<file path="src/rtl/alu_mc.sv">
// alu_mc: multi-cycle RV32I/M ALU with valid/ready handshakes on operands and result.
// Define ALU_MULDIV_EN to build the iterative radix-2 multiply/divide unit (opcodes 16-23).
module alu_mc #(
    parameter int WIDTH = 32,
    parameter int OPW   = 5
) (
    input  logic             clk,
    input  logic             rstn,
    input  logic             in_valid,
    output logic             in_ready,
    input  logic [WIDTH-1:0] A,
    input  logic [WIDTH-1:0] B,
    input  logic [OPW-1:0]   ALUOp,
    output logic             out_valid,
    input  logic             out_ready,
    output logic [WIDTH-1:0] C,
    output logic             Zero
);
    localparam int SHW  = $clog2(WIDTH);
    localparam int CNTW = $clog2(WIDTH + 1);

    localparam logic [OPW-1:0] OP_LUI    = OPW'(5'd0);
    localparam logic [OPW-1:0] OP_ADD    = OPW'(5'd1);
    localparam logic [OPW-1:0] OP_SUB    = OPW'(5'd2);
    localparam logic [OPW-1:0] OP_XOR    = OPW'(5'd3);
    localparam logic [OPW-1:0] OP_OR     = OPW'(5'd4);
    localparam logic [OPW-1:0] OP_AND    = OPW'(5'd5);
    localparam logic [OPW-1:0] OP_SLL    = OPW'(5'd6);
    localparam logic [OPW-1:0] OP_SRL    = OPW'(5'd7);
    localparam logic [OPW-1:0] OP_SRA    = OPW'(5'd8);
    localparam logic [OPW-1:0] OP_SLT    = OPW'(5'd9);
    localparam logic [OPW-1:0] OP_SLTU   = OPW'(5'd10);
`ifdef ALU_MULDIV_EN
    localparam logic [OPW-1:0] OP_MUL    = OPW'(5'd16);
    localparam logic [OPW-1:0] OP_MULH   = OPW'(5'd17);
    localparam logic [OPW-1:0] OP_MULHSU = OPW'(5'd18);
    localparam logic [OPW-1:0] OP_MULHU  = OPW'(5'd19);
    localparam logic [OPW-1:0] OP_DIV    = OPW'(5'd20);
    localparam logic [OPW-1:0] OP_DIVU   = OPW'(5'd21);
    localparam logic [OPW-1:0] OP_REM    = OPW'(5'd22);
    localparam logic [OPW-1:0] OP_REMU   = OPW'(5'd23);

    typedef enum logic [1:0] {ST_IDLE = 2'd0, ST_BUSY = 2'd1, ST_DONE = 2'd2} state_t;
`else
    typedef enum logic [1:0] {ST_IDLE = 2'd0, ST_DONE = 2'd2} state_t;
`endif

    function automatic logic [WIDTH-1:0] simple_result(input logic [OPW-1:0] op,
                                                       input logic [WIDTH-1:0] a,
                                                       input logic [WIDTH-1:0] b);
        logic [SHW-1:0]   shamt;
        logic [WIDTH-1:0] res;
        shamt = b[SHW-1:0];
        case (op)
            OP_LUI:  res = b;
            OP_ADD:  res = a + b;
            OP_SUB:  res = a - b;
            OP_XOR:  res = a ^ b;
            OP_OR:   res = a | b;
            OP_AND:  res = a & b;
            OP_SLL:  res = a << shamt;
            OP_SRL:  res = a >> shamt;
            OP_SRA:  res = $signed(a) >>> shamt;
            OP_SLT:  res = {{(WIDTH-1){1'b0}}, ($signed(a) < $signed(b))};
            OP_SLTU: res = {{(WIDTH-1){1'b0}}, (a < b)};
            default: res = a;
        endcase
        return res;
    endfunction

    state_t           state_r;
    state_t           state_nx_s;
    state_t           accept_st_s;
    logic             in_ready_s;
    logic             accept_s;
    logic             load_simple_s;
    logic [WIDTH-1:0] simple_s;
    logic [WIDTH-1:0] c_r;
    logic             zero_r;

`ifdef ALU_MULDIV_EN
    logic               is_md_s;
    logic               is_div_s;
    logic               a_signed_s;
    logic               b_signed_s;
    logic               a_neg_s;
    logic               b_neg_s;
    logic [WIDTH-1:0]   mag_a_s;
    logic [WIDTH-1:0]   mag_b_s;
    logic               md_finish_s;
    logic [WIDTH-1:0]   md_result_s;
    logic [WIDTH:0]     mul_sum_s;
    logic [WIDTH:0]     div_shift_s;
    logic [WIDTH:0]     div_diff_s;
    logic [2*WIDTH-1:0] prod_s;
    logic [2*WIDTH-1:0] prod_fix_s;
    logic [WIDTH-1:0]   quo_fix_s;
    logic [WIDTH-1:0]   rem_fix_s;
    logic               is_div_r;

    logic [OPW-1:0]     op_r;
    logic [WIDTH-1:0]   a_r;
    logic [CNTW-1:0]    cnt_r;
    logic               neg_r;
    logic               rneg_r;
    logic               bzero_r;
    // Mul: acc_hi_r/acc_lo_r form the running product, addend_r is the multiplicand.
    // Div: acc_hi_r is the partial remainder, acc_lo_r the dividend/quotient, addend_r the divisor.
    logic [WIDTH-1:0]   acc_hi_r;
    logic [WIDTH-1:0]   acc_lo_r;
    logic [WIDTH-1:0]   addend_r;

    assign is_md_s       = (ALUOp >= OP_MUL) && (ALUOp <= OP_REMU);
    assign is_div_s      = (ALUOp >= OP_DIV);
    assign a_signed_s    = (ALUOp == OP_MULH) || (ALUOp == OP_MULHSU) ||
                           (ALUOp == OP_DIV)  || (ALUOp == OP_REM);
    assign b_signed_s    = (ALUOp == OP_MULH) || (ALUOp == OP_DIV) || (ALUOp == OP_REM);
    assign a_neg_s       = a_signed_s && A[WIDTH-1];
    assign b_neg_s       = b_signed_s && B[WIDTH-1];
    assign mag_a_s       = a_neg_s ? -A : A;
    assign mag_b_s       = b_neg_s ? -B : B;
    assign accept_st_s   = is_md_s ? ST_BUSY : ST_DONE;
    assign load_simple_s = accept_s && !is_md_s;
    assign md_finish_s   = (state_r == ST_BUSY) && (cnt_r == {CNTW{1'b0}});
    assign is_div_r      = (op_r >= OP_DIV);

    assign mul_sum_s   = {1'b0, acc_hi_r} +
                         (acc_lo_r[0] ? {1'b0, addend_r} : {(WIDTH+1){1'b0}});
    assign div_shift_s = {acc_hi_r, acc_lo_r[WIDTH-1]};
    assign div_diff_s  = div_shift_s - {1'b0, addend_r};

    // Sign fix-up and divide-by-zero handling once the magnitude iteration is complete.
    always_comb begin
        prod_s     = {acc_hi_r, acc_lo_r};
        prod_fix_s = neg_r ? -prod_s : prod_s;
        quo_fix_s  = neg_r ? -acc_lo_r : acc_lo_r;
        rem_fix_s  = rneg_r ? -acc_hi_r : acc_hi_r;
        case (op_r)
            OP_MUL:    md_result_s = prod_fix_s[WIDTH-1:0];
            OP_MULH:   md_result_s = prod_fix_s[2*WIDTH-1:WIDTH];
            OP_MULHSU: md_result_s = prod_fix_s[2*WIDTH-1:WIDTH];
            OP_MULHU:  md_result_s = prod_fix_s[2*WIDTH-1:WIDTH];
            OP_DIV:    md_result_s = bzero_r ? {WIDTH{1'b1}} : quo_fix_s;
            OP_DIVU:   md_result_s = bzero_r ? {WIDTH{1'b1}} : acc_lo_r;
            OP_REM:    md_result_s = bzero_r ? a_r : rem_fix_s;
            OP_REMU:   md_result_s = bzero_r ? a_r : acc_hi_r;
            default:   md_result_s = a_r;
        endcase
    end

    // Iterative mul/div datapath: load magnitudes at accept, then one bit per BUSY cycle.
    always_ff @(posedge clk or negedge rstn) begin
        if (!rstn) begin
            op_r     <= {OPW{1'b0}};
            a_r      <= {WIDTH{1'b0}};
            cnt_r    <= {CNTW{1'b0}};
            neg_r    <= 1'b0;
            rneg_r   <= 1'b0;
            bzero_r  <= 1'b0;
            acc_hi_r <= {WIDTH{1'b0}};
            acc_lo_r <= {WIDTH{1'b0}};
            addend_r <= {WIDTH{1'b0}};
        end else if (accept_s && is_md_s) begin
            op_r     <= ALUOp;
            a_r      <= A;
            cnt_r    <= CNTW'(WIDTH);
            neg_r    <= a_neg_s ^ b_neg_s;
            rneg_r   <= a_neg_s;
            bzero_r  <= (B == {WIDTH{1'b0}});
            acc_hi_r <= {WIDTH{1'b0}};
            if (is_div_s) begin
                addend_r <= mag_b_s;
                acc_lo_r <= mag_a_s;
            end else begin
                addend_r <= mag_a_s;
                acc_lo_r <= mag_b_s;
            end
        end else if ((state_r == ST_BUSY) && (cnt_r != {CNTW{1'b0}})) begin
            cnt_r <= cnt_r - {{(CNTW-1){1'b0}}, 1'b1};
            if (!is_div_r) begin
                acc_hi_r <= mul_sum_s[WIDTH:1];
                acc_lo_r <= {mul_sum_s[0], acc_lo_r[WIDTH-1:1]};
            end else if (!div_diff_s[WIDTH]) begin
                acc_hi_r <= div_diff_s[WIDTH-1:0];
                acc_lo_r <= {acc_lo_r[WIDTH-2:0], 1'b1};
            end else begin
                acc_hi_r <= div_shift_s[WIDTH-1:0];
                acc_lo_r <= {acc_lo_r[WIDTH-2:0], 1'b0};
            end
        end
    end
`else
    assign accept_st_s   = ST_DONE;
    assign load_simple_s = accept_s;
`endif

    assign simple_s = simple_result(ALUOp, A, B);

    // Control state register.
    always_ff @(posedge clk or negedge rstn) begin
        if (!rstn) begin
            state_r <= ST_IDLE;
        end else begin
            state_r <= state_nx_s;
        end
    end

    // Next-state and acceptance logic; a consumed result may be replaced on the same edge.
    always_comb begin
        state_nx_s = state_r;
        in_ready_s = 1'b0;
        case (state_r)
            ST_IDLE: begin
                in_ready_s = 1'b1;
                if (in_valid) begin
                    state_nx_s = accept_st_s;
                end else begin
                    state_nx_s = ST_IDLE;
                end
            end
`ifdef ALU_MULDIV_EN
            ST_BUSY: begin
                if (cnt_r == {CNTW{1'b0}}) begin
                    state_nx_s = ST_DONE;
                end else begin
                    state_nx_s = ST_BUSY;
                end
            end
`endif
            ST_DONE: begin
                in_ready_s = out_ready;
                if (out_ready && in_valid) begin
                    state_nx_s = accept_st_s;
                end else if (out_ready) begin
                    state_nx_s = ST_IDLE;
                end else begin
                    state_nx_s = ST_DONE;
                end
            end
            default: begin
                state_nx_s = ST_IDLE;
            end
        endcase
    end

    assign accept_s = in_valid && in_ready_s;

    // Result and Zero flag: simple ops load at accept, mul/div when the iteration ends.
    always_ff @(posedge clk or negedge rstn) begin
        if (!rstn) begin
            c_r    <= {WIDTH{1'b0}};
            zero_r <= 1'b0;
        end else if (load_simple_s) begin
            c_r    <= simple_s;
            zero_r <= (simple_s == {WIDTH{1'b0}});
`ifdef ALU_MULDIV_EN
        end else if (md_finish_s) begin
            c_r    <= md_result_s;
            zero_r <= (md_result_s == {WIDTH{1'b0}});
`endif
        end
    end

    assign in_ready  = in_ready_s;
    assign out_valid = (state_r == ST_DONE);
    assign C         = c_r;
    assign Zero      = zero_r;

endmodule

</file>
<file path="config.mk">
export PLATFORM = sky130hd
export DESIGN_NAME = alu_mc
export DESIGN_NICKNAME = d
export VERILOG_FILES = /design/src/rtl/alu_mc.sv
export SDC_FILE = /design/constraint.sdc
export NUM_CORES = 1
export LEC_CHECK = 0
export CELL_PAD_IN_SITES_DETAIL_PLACEMENT = 1
export CELL_PAD_IN_SITES_GLOBAL_PLACEMENT = 2
export CORE_MARGIN = 3
export CORE_UTILIZATION = 32
export CTS_CLUSTER_SIZE = 28
export DETAILED_ROUTE_END_ITERATION = 6
export PLACE_DENSITY = 0.79
export SYNTH_ARGS = -nofsm -noshare
export SYNTH_HDL_FRONTEND = slang
export SYNTH_SLANG_ARGS = --single-unit
</file>
<file path="constraint.sdc">
create_clock -name clk -period 2.3 [get_ports clk]
set_input_delay 0.46 -clock clk [delete_from_list [all_inputs] [get_ports clk]]
set_output_delay 0.46 -clock clk [all_outputs]
set_load 0.02 [all_outputs]
</file>
==> qor.csv, run 1 <==
stage,metric,value,unit
die,Cell Rows,71,
synthesis,Syn Nets,1876,
synthesis,largest family of logic cells by synthesized area,compound AO/OA/AOI/OAI gates,
global_routing,gr ovfl total,3,
placement,IO buf count,107,
clock_tree,Clock Sinks,34,
synthesis,Post-synth ARST share,100,%
die,I/O pins,108,
placement,DP Area,19200,um2
clock_tree,Post-CTS Hold Fix Bufs,0,
synthesis,Post-synth EDFFs,0,
clock_tree,htree depth,2,
synthesis,share of the synthesized area in the top cell type,10.4,%
synthesis,"Distinct cells, synth",95,
global_routing,largest net degree at the start of global routing,42,
synthesis,"area leader, netlist",ha_1,
placement,HPWL after detailed placement,67.9,mm
die,starting density of the core,32.6,%
synthesis,synth top area cells,"ha_1 (10%), mux4_2 (8.4%), dfrtp_1 (6.9%), a21oi_1 (5.4%), nand2_1 (5.2%)",
synthesis,ys flop type,dfrtp_1,
die,Die W,202,um
synthesis,Mapped Cells,1699,
outcome,Halt Stage,5_1_grt,
die,die height,202,um
outcome,status,aborted with a tool error,
synthesis,simple-gate share of the synthesized area,22.5,%
synthesis,adder-cell share of the synthesized area,10.7,%
placement,Placed Cells,2896,
global_routing,GRT Util Overall,69.0,%
synthesis,Yosys reg bits,34,
synthesis,mux cell area share after synthesis,16.6,%
synthesis,Netlist Area Pre-Place,12300,um2
synthesis,Yosys Warn Count,0,
sta,worst_ep grt,Zero$_DFFE_PN0P_/D,
synthesis,Post-Synth XOR/XNOR Area,1.28,%
outcome,stop err,[ERROR GRT-0232] Routing congestion too high. Check the congestion heatmap in the GUI.,
sta,worst-path endpoint category,register data pin,
clock_tree,clk root buf,clkbuf_16,
placement,GPL Wtd Cong,1.15,
clock_tree,clock buffer depth,2,
synthesis,Mean Syn Cell Area,7.24,um2
synthesis,sequential area share after synthesis,6.92,%
clock_tree,CTS Buf Count,5,
synthesis,Compound-Gate Fraction of Synth Area,33.2,%
[cell usage after synthesis (21+ instances only)]
cell,count
a211oi_1,35
a21oi_1,133
a22oi_1,28
buf_2,37
clkbuf_1,88
dfrtp_1,34
ha_1,102
inv_1,90
mux2_2,44
mux2i_1,49
mux4_2,46
nand2_1,170
nand3_1,50
nand4_1,21
nor2_1,146
nor3_1,40
nor4_1,22
o211ai_1,26
o21ai_0,80
o22ai_1,26
o31ai_1,27
[cell families after synthesis]
logic type	after synthesis
AO/OA/AOI/OAI	580
AND/OR/NAND/NOR	572
buffers and inverters	251
multiplexers	140
adder cells (fa/ha/maj)	104
flip-flops	34
XOR/XNOR	18
[stage by stage]
| step | setup WS, ns | utilization (%) |
|---|---|---|
| after floorplan | -1.43 | - |
| after global placement | -2.40 | 50.8 |
| after detailed placement | -2.45 | 50.8 |
| after CTS | -1.36 | 59.7 |
[per-layer routing]
layer / global-route usage [%] / overflow
met4: 69.1 / 0
met3: 55.1 / 0
met1: 67.1 / 0
met2: 86.9 / 3
met5: 20.1 / 0
[repair_timing]
| action | in CTS |
|---|---|
| setup buffers | 133 |
| pin swaps | 189 |
| gates cloned | 3 |
| resized for setup | 703 |
| endpoints found under the setup margin | 33 |
==> run 2: changes to the inputs <==
- CELL_PAD_IN_SITES_DETAIL_PLACEMENT: 1 -> not set
- CELL_PAD_IN_SITES_GLOBAL_PLACEMENT: 2 -> not set
- CORE_UTILIZATION: 32 -> 30
- CTS_CLUSTER_SIZE: 28 -> not set
- PLACE_DENSITY: 0.79 -> not set
- PLACE_DENSITY_LB_ADDON: not set -> 0.15
- clock period: 2.3 -> 3 ns (I/O delays scaled with it)
==> run 2 against run 1 <==
  * The flow now finishes, with violations (negative setup slack)
  * Synthesized area unchanged
  * Synthesized cell count is the same
==> qor.csv, run 2 <==
stage,metric,value,unit
synthesis,sequential area share after synthesis,6.92,%
drt,Initial DRT Pass Iterations,6,
pwr,P_leak,10.0,nW
synthesis,"Distinct cells, synth",95,
synthesis,Yosys reg bits,34,
die,die height,209,um
synthesis,most frequent cell after synthesis,nand2_1,
clock_tree,htree depth,2,
drt,WL met1,34.8,mm
clock_tree,clock-pin slew on the worst setup and hold paths,0.05,ns
sta,Final WS setup,-0.834,ns
synthesis,ys flop type,dfrtp_1,
synthesis,Post-synth top cells,"nand2_1 (170), nor2_1 (146), a21oi_1 (133)",
clock_tree,Post-CTS Hold Fix Bufs,0,
outcome,status,"complete, but fails checks",
finish,"commonest non-fill, non-tap cells in the layout","buf_4 (754), nand2_1 (163), nor2_1 (115)",
critical_path,Crit Path Category,in -> reg,
finish,Final #Nets,2705,
critical_path,Required @ worst endpoint,3.19,ns
drt,Routed WL,84.9,mm
pwr,Psw,2.64,mW
global_routing,gr ovfl total,0,
global_routing,largest net degree at the start of global routing,42,
sta,Slew Limit Fails,0,
drt,routed vias/inst,6.16,
sta,Max-slew headroom,49.6,%
pwr,sequential fraction of design power,10.3,%
pwr,Clk pwr share,10.2,%
sta,final setup TNS,-7.01,ns
clock_tree,CTS Buf Count,5,
critical_path,Worst Path Arrival,4.03,ns
clock_tree,worst-skew pair later-pin latency,0.29,ns
synthesis,Post-synth ARST share,100,%
sta,"Hold Vio Cnt, Final",0,
flow_run,max-capacitance violation count,0,
outcome,failing checks,negative setup slack,
synthesis,Post-synth EDFFs,0,
finish,"commonest non-fill, non-tap cell in the layout",buf_4,
die,starting density of the core,30.7,%
synthesis,Syn Nets,1876,
synthesis,Mapped Cells,1699,
die,Die W,209,um
synthesis,Netlist Area Pre-Place,12300,um2
drt,vias,18800,
critical_path,maximum fanout along the worst path,9,
synthesis,Mean Syn Cell Area,7.24,um2
pwr,internal power,3.15,mW
finish,area added between synthesis and finish,87.1,%
pwr,Peak VDD IR,0.000435,V
critical_path,Critical Path Start Type,primary input,
global_routing,vias in the first global route,18100,
sta,final setup vio count,23,
clock_tree,Clock Sinks,34,
clock_tree,clk root buf,clkbuf_16,
critical_path,endpoint class of the critical path,flip-flop,
sta,Final Critical Period,3.83,ns
pwr,Sw Share,45.7,%
sta,f_max,0.261,GHz
placement,GPL Wtd Cong,1.11,
drt,WL/cell,27.8,um
global_routing,first-pass GRT wire length,121,mm
sta,WHS,0.386,ns
die,die area,43500,um2
clock_tree,CTS tree,built,
placement,HPWL after detailed placement,67.2,mm
sta,worst-margin pin slew,0.756,ns
pwr,Power Dens Cells,251,nW/um2
synthesis,"area leader, netlist",ha_1,
drt,WL met3,9.18,mm
die,Cell Rows,73,
drt,DRC,0,
drt,uppermost routed layer,met5,
sta,Clock Skews,0.00356,ns
placement,IO buf count,107,
die,core area,40100,um2
pwr,"Power, Total",5.79,mW
pwr,Comb pwr share,79.6,%
synthesis,share of the synthesized area in the top cell type,10.4,%
synthesis,Yosys Warn Count,0,
synthesis,synth top area cells,"ha_1 (10%), mux4_2 (8.4%), dfrtp_1 (6.9%), a21oi_1 (5.4%), nand2_1 (5.2%)",
global_routing,antenna violations before repair,3,
global_routing,GRT Util Overall,36.5,%
worst_hold_path,Hold Path Class,in -> async,
drt,Final ANT Viol Nets,0,
finish,layout cells sized above 1,55.0,%
finish,max reg flops,32,
clock_tree,clock buffer depth,2,
sta,final worst-path cycle share,128,%
die,I/O pins,108,
drt,met2 routed WL,36.6,mm
drt,Iter 0 DRT Violations,2268,
sta,RSZ-0062 raised after global routing,true,
run 2: cell counts after synthesis:
Identical to the previous run, type by type.
run 2: layout make-up:
type,count,area [um2]
Inverter,96,399
Fill cell,3796,17100
Clock inverter,2,37.5
Clock buffer,6,129
Tap cell,525,657
Antenna cell,1,2.50
Sequential cell,34,851
Multi-Input combinational cell,1414,12800
Timing Repair Buffer,977,8140
run 2: critical path, stage by stage:
cell and delay [ns]:
buf_12 0.09, buf_4 0.12, buf_16 0.15, buf_12 0.16, buf_4 0.12, mux4_2 0.53, nor2_1 0.15, o31ai_1 0.12
a22oi_1 0.18, buf_4 0.18, nor2_1 0.07, o32ai_2 0.34, and3_1 0.24, nand4_1 0.27, nor4_2 0.26, nand4_1 0.19
o31ai_2 0.24
run 2: path summary, 6_finish.rpt:
check | from | end | slack (ns) | cells past startpoint
setup / recovery | B[0] | Zero | -0.83 | 17
hold / removal | rstn | Zero | 0.39 | 1
setup reg to reg | state_r[1] | Zero | -0.23 | 13
hold reg to reg | C[6] | C[6] | 0.49 | 2
max in group asynchronous | rstn | C[11] | 2.13 | 1
min in group clk | C[6] | C[6] | 0.49 | 2
run 2: routing by layer:
metal	vias to the layer above	GRT usage [%]
met1	9200	50.5
met2	1246	56.9
met4	2	12.4
met3	266	6.91
li1	8119	-
met5	-	0
run 2: power groups by stage:
stage / Sequential, mW / Clock, mW / Combinational, mW
CTS: 0.595 / 0.604 / 4.20
global placement: 0.601 / 0 / 3.73
detailed placement: 0.600 / 0 / 3.71
global route: 0.604 / 0.618 / 4.80
finish: 0.594 / 0.588 / 4.61
floorplan: 0.702 / 0 / 1.58
run 2: cell families (layout without fill, tap and decap cells):
kind of cell | count (synthesis) | after routing | synth area share (%)
compound gates | 580 | 580 | 33.2
flops | 34 | 34 | 6.92
simple gates | 572 | 572 | 22.5
buf+inv | 251 | 1081 | 8.83
mux | 140 | 140 | 16.6
fa+ha+maj | 104 | 104 | 10.7
xor+xnor | 18 | 18 | 1.28
other cells | 0 | 1 | 0
run 2: timing repair:
item / CTS / global route
gates resized for setup: 504 / 249
pin swaps: 122 / 111
setup endpoints to repair: 33 / 32
cloned: 2 / 2
hold endpoints to repair: 0 / 0
buffers inserted: 73 / 61
run 2: through the flow:
stage / cells / setup slack [ns] / util, % / cell area (um2)
6_report: 3055 / -0.834 / 57.4 / 23000
2_1_floorplan: 1699 / -0.866 / - / 12600
5_1_grt: 3055 / -0.955 / 57.4 / 23000
3_5_place_dp: 2927 / -1.86 / 48.1 / 19300
4_1_cts: 2999 / -0.874 / 54.2 / 21700
3_3_place_gp: 2926 / -1.87 / 48.1 / 19300
(Power assumes the default switching activity.)
